[src/rtl/hazard_ctrl.sv]
// Pipeline hazard controller: same-cycle lock/flush controls for PC, IF/ID and RR/EX,
// a redirect-flush state machine, and saturating stall/flush performance counters.
module hazard_ctrl #(
  parameter int FLUSH_CYCLES = 1,
  parameter int CNT_W        = 16
) (
  input  logic             clk_i,
  input  logic             rst_i,
  input  logic [4:0]       id_rs1_i,
  input  logic [4:0]       id_rs2_i,
  input  logic             id_use_rs1_i,
  input  logic             id_use_rs2_i,
  input  logic [4:0]       ex_rd_i,
  input  logic             ex_memread_i,
  input  logic             ex_redirect_i,
  input  logic             mem_busy_i,
  output logic             pc_lock_o,
  output logic             if_id_lock_o,
  output logic             if_id_flush_o,
  output logic             rr_ex_lock_o,
  output logic             rr_ex_flush_o,
  output logic [CNT_W-1:0] stall_cnt_o,
  output logic [CNT_W-1:0] flush_cnt_o
);

  localparam logic [0:0]       S_IDLE   = 1'b0;
  localparam logic [0:0]       S_FLUSH  = 1'b1;
  localparam logic [3:0]       REM_INIT = 4'(FLUSH_CYCLES - 1);
  localparam logic [CNT_W-1:0] CNT_MAX  = '1;

  function automatic logic [CNT_W-1:0] sat_inc(input logic [CNT_W-1:0] v);
    return (v == CNT_MAX) ? v : v + CNT_W'(1);
  endfunction

  logic [0:0]       state_q, state_d;
  logic [3:0]       rem_q, rem_d;
  logic [CNT_W-1:0] stall_cnt_q, stall_cnt_d;
  logic [CNT_W-1:0] flush_cnt_q, flush_cnt_d;

  logic load_use;
  logic redirect_active;
  logic pc_lock, if_id_lock, if_id_flush, rr_ex_lock, rr_ex_flush;

  assign load_use = ex_memread_i && (ex_rd_i != 5'd0) &&
                    ((id_use_rs1_i && (id_rs1_i == ex_rd_i)) ||
                     (id_use_rs2_i && (id_rs2_i == ex_rd_i)));

  assign redirect_active = ex_redirect_i || (state_q == S_FLUSH);

  // Priority: memory wait freezes everything, then redirect squash, then load-use bubble.
  always_comb begin
    pc_lock     = 1'b0;
    if_id_lock  = 1'b0;
    if_id_flush = 1'b0;
    rr_ex_lock  = 1'b0;
    rr_ex_flush = 1'b0;
    if (!rst_i) begin
      if (mem_busy_i) begin
        pc_lock    = 1'b1;
        if_id_lock = 1'b1;
        rr_ex_lock = 1'b1;
      end else if (redirect_active) begin
        if_id_flush = 1'b1;
        rr_ex_flush = 1'b1;
      end else if (load_use) begin
        pc_lock     = 1'b1;
        if_id_lock  = 1'b1;
        rr_ex_flush = 1'b1;
      end
    end
  end

  always_comb begin
    state_d     = state_q;
    rem_d       = rem_q;
    stall_cnt_d = stall_cnt_q;
    flush_cnt_d = flush_cnt_q;
    if (!mem_busy_i) begin
      if (ex_redirect_i) begin
        // A redirect inside an ongoing flush restarts the window rather than extending it.
        flush_cnt_d = sat_inc(flush_cnt_q);
        if (FLUSH_CYCLES > 1) begin
          state_d = S_FLUSH;
          rem_d   = REM_INIT;
        end
      end else if (state_q == S_FLUSH) begin
        rem_d = rem_q - 4'd1;
        if (rem_q == 4'd1) state_d = S_IDLE;
      end
    end
    if (pc_lock) stall_cnt_d = sat_inc(stall_cnt_q);
  end

  always_ff @(posedge clk_i or posedge rst_i) begin
    if (rst_i) begin
      state_q     <= S_IDLE;
      rem_q       <= 4'd0;
      stall_cnt_q <= '0;
      flush_cnt_q <= '0;
    end else begin
      state_q     <= state_d;
      rem_q       <= rem_d;
      stall_cnt_q <= stall_cnt_d;
      flush_cnt_q <= flush_cnt_d;
    end
  end

  assign pc_lock_o     = pc_lock;
  assign if_id_lock_o  = if_id_lock;
  assign if_id_flush_o = if_id_flush;
  assign rr_ex_lock_o  = rr_ex_lock;
  assign rr_ex_flush_o = rr_ex_flush;
  assign stall_cnt_o   = stall_cnt_q;
  assign flush_cnt_o   = flush_cnt_q;

endmodule

[config.mk]
export PLATFORM = sky130hd
export DESIGN_NAME = hazard_ctrl
export DESIGN_NICKNAME = d
export VERILOG_FILES = /design/src/rtl/hazard_ctrl.sv
export SDC_FILE = /design/constraint.sdc
export NUM_CORES = 1
export LEC_CHECK = 0
export CAP_MARGIN = 20
export CORE_UTILIZATION = 46
export DETAILED_ROUTE_END_ITERATION = 10
export HOLD_SLACK_MARGIN = 0.08
export PLACE_DENSITY = 0.76
export SLEW_MARGIN = 15
export SYNTH_ARGS = -nofsm -noshare
export SYNTH_HDL_FRONTEND = slang
export SYNTH_SLANG_ARGS = --single-unit
export TNS_END_PERCENT = 10
[constraint.sdc]
create_clock -name clk_i -period 2.59 [get_ports clk_i]
set_clock_uncertainty 0.05 [all_clocks]
set_input_delay 0.3885 -clock clk_i [delete_from_list [all_inputs] [get_ports clk_i]]
set_output_delay 0.3885 -clock clk_i [all_outputs]
set_load 0.01 [all_outputs]
# Word level (Yosys, flattened, before mapping)
# Index checks and enable logic that the tools add are counted.
# Widths: inputs -> output; s select.
# op_classes
n_addsub	3
n_eq_ne	5
muxes	14
n_bitwise	4
reduce_logical	11
# op_table
cell	count
$add 16x1->16 const B	2
$eq 16x16->1 const B	2
$mux 1	14
$eq 5x5->1	2
$reduce_and 3->1	2
$reduce_bool 5->1	1
$eq 4x1->1 const B	1
$logic_and 1x1->1	4
$not 1->1	4
$reduce_and 2->1	2
$sub 4x1->4 const B	1
$logic_or 1x1->1	2
# totals
regBits	37
out_inout_bits	37
elab_cells	41

# Logic depth before layout (Yosys ltp)
# Gate-level depths: netlist of the first run.
# logic_depth
word_depth	9
depth_mapped	8

# Worst setup path before layout of the first run
# OpenSTA, ideal clock, no wires.
# synth_path
path_kind	register -> register
startpoint	reg stall_cnt_q[0], in the netlist stall_cnt_o[0]
endpoint	reg stall_cnt_q[6], in the netlist stall_cnt_o[6]
setup_time_ps	132
t_arrival_ps	1875
required_time_ps	2408
setup_slack_ps	533
stages_incl_launch_ff	9
n_path_buf	1
cell_sequence	dfrtp_1 > ha_1 > nand4_1 > nor4_1 > and3b_4 > a21boi_4 > buf_6 > nor3_1 > xor2_1
# synth_between
elab_chain_cells	3
word_cells_on_any_way	4
# synth_lines
item	line	source
start: declaration	37	logic [CNT_W-1:0] stall_cnt_q, stall_cnt_d;
start signal: assignment	103	stall_cnt_q <= stall_cnt_d;
branches (longest 3 deep; another with $add 16x1->16)	-	
# Parallel ways; which one is timed is not known.
# A chain may end at the register's enable or synchronous reset.

# Worst setup path in the final report of the first run
# layout_path
startpoint	in ex_rd_i[3]
endpoint	out pc_lock_o
# layout_between
elab_chain_cells	8
word_cells_on_any_way	12
# layout_lines
item	line	source
start: declaration	13	input logic [4:0] ex_rd_i,
$eq 5x5->1, on equally long branches	45, 46	
$logic_and 1x1->1, on equally long branches	45, 46	
$logic_or 1x1->1	45	((id_use_rs1_i && (id_rs1_i == ex_rd_i)) ||
$logic_and 1x1->1 (*)	44	assign load_use = ex_memread_i && (ex_rd_i != 5'd0) &&
$mux 1 (*)	65	end else if (load_use) begin
$mux 1 (*)	62	end else if (redirect_active) begin
$mux 1 (*)	58	if (mem_busy_i) begin
$mux 1 (*)	57	if (!rst_i) begin
end: declaration	17	output logic pc_lock_o,
# Mark *: on every way between the ends. The rest lies on a longest branch, timed or not.

==> results of run 1 <==
where the power goes:
group	internal [uW]	leakage [uW]	switching, uW	total, uW
Sequential	720	0.000467	175	895
Clock	186	0.0000450	198	385
Combinational	364	0.000662	255	619
final cells by class:
class / instances / area (sq um) / share of cell area
multi-input cells: 139 / 941 / 0.349
flip-flops and latches: 37 / 926 / 0.343
repair buffers: 67 / 649 / 0.241
clock buffers: 6 / 72.6 / 0.0269
well taps: 50 / 62.6 / 0.0232
inverters: 10 / 37.5 / 0.0139
clock inverters: 2 / 10.0 / 0.00371
synth_stat cells:
cell,n
and3b_4,1
xor2_1,16
o21a_1,1
a31o_2,1
nand2b_1,2
nor2_1,12
nor2b_1,2
buf_1,1
nor4_1,4
o41a_1,1
o22ai_1,1
a31oi_1,2
xnor2_1,25
or2_2,2
ha_1,4
and4_1,1
and3_1,2
inv_1,10
nor4b_1,1
dfrtp_1,37
a21oi_1,1
and2_1,2
a211oi_1,1
nor3_1,12
buf_4,1
nand3_1,8
nand2_1,20
buf_6,1
mux2_2,3
a21boi_4,1
or4_1,2
o21ai_0,1
nand4_1,10
worst paths after layout:
path                                          endpoint  slack (ps)
min                               rem_q[3]$_DFFE_PP0P_         430
max                                          pc_lock_o          50
min in group asynchronous          state_q$_DFFE_PP0P_         570
max in group asynchronous  stall_cnt_o[10]$_DFFE_PP0P_        1590
max reg2reg                 stall_cnt_o[7]$_DFFE_PP0P_         360
min reg2reg                       rem_q[3]$_DFFE_PP0P_         430
layer usage:
layer  wire length (um)  share of wire  up-vias  GRT usage
li1                   -              -      783          -
met1               1850           0.44      743      0.262
met2               2150           0.51       25      0.366
met3                141          0.034        4     0.0514
met4                 30         0.0072        0     0.0585
met5                  0              0        -          0
sequential cells by signal, indices dropped and copies added, names as in the netlist:
name	cells
flush_cnt_o	16
stall_cnt_o	16
rem_q	4
state_q	1
repair_timing:
| action | in CTS | in global routing |
|---|---|---|
| gates cloned | 0 | 0 |
| gates resized for setup | 3 | 2 |
| endpoints found under the setup margin | 3 | 2 |
stage by stage:
stage / instance area [sq um] / total power [uW] / utilization / setup WS [ps] / TNS (ps)
floorplan: 1930 / 1180 / - / 533 / 0
global placement: 2620 / 1510 / 0.654 / -190 / -553
detailed placement: 2620 / 1540 / 0.654 / -194 / -575
CTS: 2690 / 1920 / 0.673 / 2.83 / 0
global route: 2700 / 2040 / 0.675 / 12.0 / 0
finish: 2700 / 1900 / 0.675 / 53.4 / 0
kinds of logic (layout without fill, tap and decap cells):
| family | after synthesis | after routing | share of synthesized area |
|---|---|---|---|
| adders and majority gates | 4 | 4 | 0.0260 |
| DFF | 37 | 37 | 0.481 |
| xor gates and xnor gates | 41 | 41 | 0.186 |
| muxes | 3 | 3 | 0.0175 |
| and+or+nand+nor | 81 | 81 | 0.216 |
| buffers and inverters | 13 | 85 | 0.0312 |
| AOI/OAI and AO/OA | 10 | 10 | 0.0429 |
critical path, delay by kind of cell:
kind                   cells  cell delay (ps)
buffers and inverters      2              740
AOI/OAI and AO/OA          2              480
and+or+nand+nor            1              490
==> impl_metrics.json, run 1 <==
{
  "worstSetupStartpointType": "primary input",
  "die_y_um": 66.7,
  "cts_root_buffer": "clkbuf_8",
  "post_cts.repair.setup_buffers": 0,
  "drc": 0,
  "worst_slew_pin_slew_ps": 460,
  "fin_crit_ps": 2540,
  "hold_viol": 0,
  "leakage_uw": 0.00117,
  "vdd_ir_drop_max_mv": 0.475,
  "period_share": 0.979,
  "cts_sinks": 37,
  "max_freq_mhz": 394,
  "endpoint_kind": "output port",
  "slew_headroom": 0.693,
  "area_delta_synth_final_pct": 40.1,
  "dp_cells": 303,
  "synth.top_cell.area_share": 0.481,
  "critPathLaunch": "ex_rd_i[3]",
  "critPathRequiredTime_ps": 2150,
  "clkTransAtPathRegs_ps": 70,
  "die_area_sq_um": 4450,
  "layout_common_cells": "clkdlybuf4s50_1 (53), dfrtp_1 (37), xnor2_1 (25), nand2_1 (20), xor2_1 (16)",
  "hp-class": "flop to flop",
  "grt_pass1_vias": 1548,
  "synthTopCellsByArea": "dfrtp_1 (48%), xnor2_1 (11%), xor2_1 (7.3%), nand2_1 (3.9%), nand4_1 (3.2%)",
  "numPortBuffers": 58,
  "final_common_cell": "clkdlybuf4s50_1",
  "drtPass1Iterations": 4,
  "rows": 23,
  "ys_warn_count": 0,
  "synth_seq_cells": 37,
  "wirelength_mm": 4.17,
  "fp.dieW_um": 66.7,
  "rsz0062_at_grt": "false",
  "timing_worst_setup_path_type": "primary input to output port",
  "overflow": 0,
  "whs_path_depth": 1,
  "ctsHoldBuffers": 0,
  "clock_latency_ps": 280,
  "coreArea_sq_um": 4000,
  "cts_buffer_depth": 2,
  "crit_chain": "clkdlybuf4s50_1 -> or4_1 -> o21a_1 -> a31o_2 -> dlygate4sd2_1",
  "powerDensity_nw_per_um2": 704,
  "critPathSlowestCell": "or4_1",
  "holdWs_ps": 429,
  "postSynthCellCount": 189,
  "via_per_inst": 5.00,
  "syn_area_per_cell_sq_um": 10.2,
  "grt_use_total": 0.213,
  "drt_iter0_drc": 78,
  "grt_max_degree": 38,
  "nets": 286,
  "grt_pass1_wl_mm": 7.09,
  "instances_no_fill": 311,
  "yosys.cell_types.count": 33,
  "detail-route-antenna-nets": 0,
  "reg2reg_depth": 8,
  "syn_area_sq_um": 1930,
  "arrival_ps": 2100,
  "cap_violations": 0,
  "htree_levels": 2,
  "n_antenna_cell": 0,
  "cts_tree": "built",
  "syn-num-nets": 215,
  "worstPathMaxFanout": 3,
  "setup_viol": 0,
  "maxSlewViolCount": 0,
  "nFillCells": 336,
  "worstHoldStart": "rem_q[3]$_DFFE_PP0P_",
  "outcome": "finished clean",
  "yosysTopAreaCell": "dfrtp_1",
  "antenna_found_initial": 0,
  "routedWlPerCell_um": 13.4,
  "gp_congestion": 0.800,
  "drive_gt1_frac": 0.0920,
  "ys_seq_area_frac": 0.481,
  "slowest_delay_ps": 490,
  "numCtsBuffers": 5,
  "initial_utilization": 0.482,
  "hpwl_mm": 3.21,
  "io_pins": 59,
  "num_vias": 1555,
  "r2r-start": "stall_cnt_o[0]$_DFFE_PP0P_"
}
Power figures use the tool's default switching activity.
==> run 2: changes to the inputs <==
--- a/config.mk
+++ b/config.mk
@@ -10,7 +10,7 @@
 export DETAILED_ROUTE_END_ITERATION = 10
 export HOLD_SLACK_MARGIN = 0.08
 export PLACE_DENSITY = 0.76
-export SLEW_MARGIN = 15
+export SLEW_MARGIN = 20
 export SYNTH_ARGS = -nofsm -noshare
 export SYNTH_HDL_FRONTEND = slang
 export SYNTH_SLANG_ARGS = --single-unit
==> results of run 2 <==
The final DEF is identical to that of run 1; final timing and power are the same.
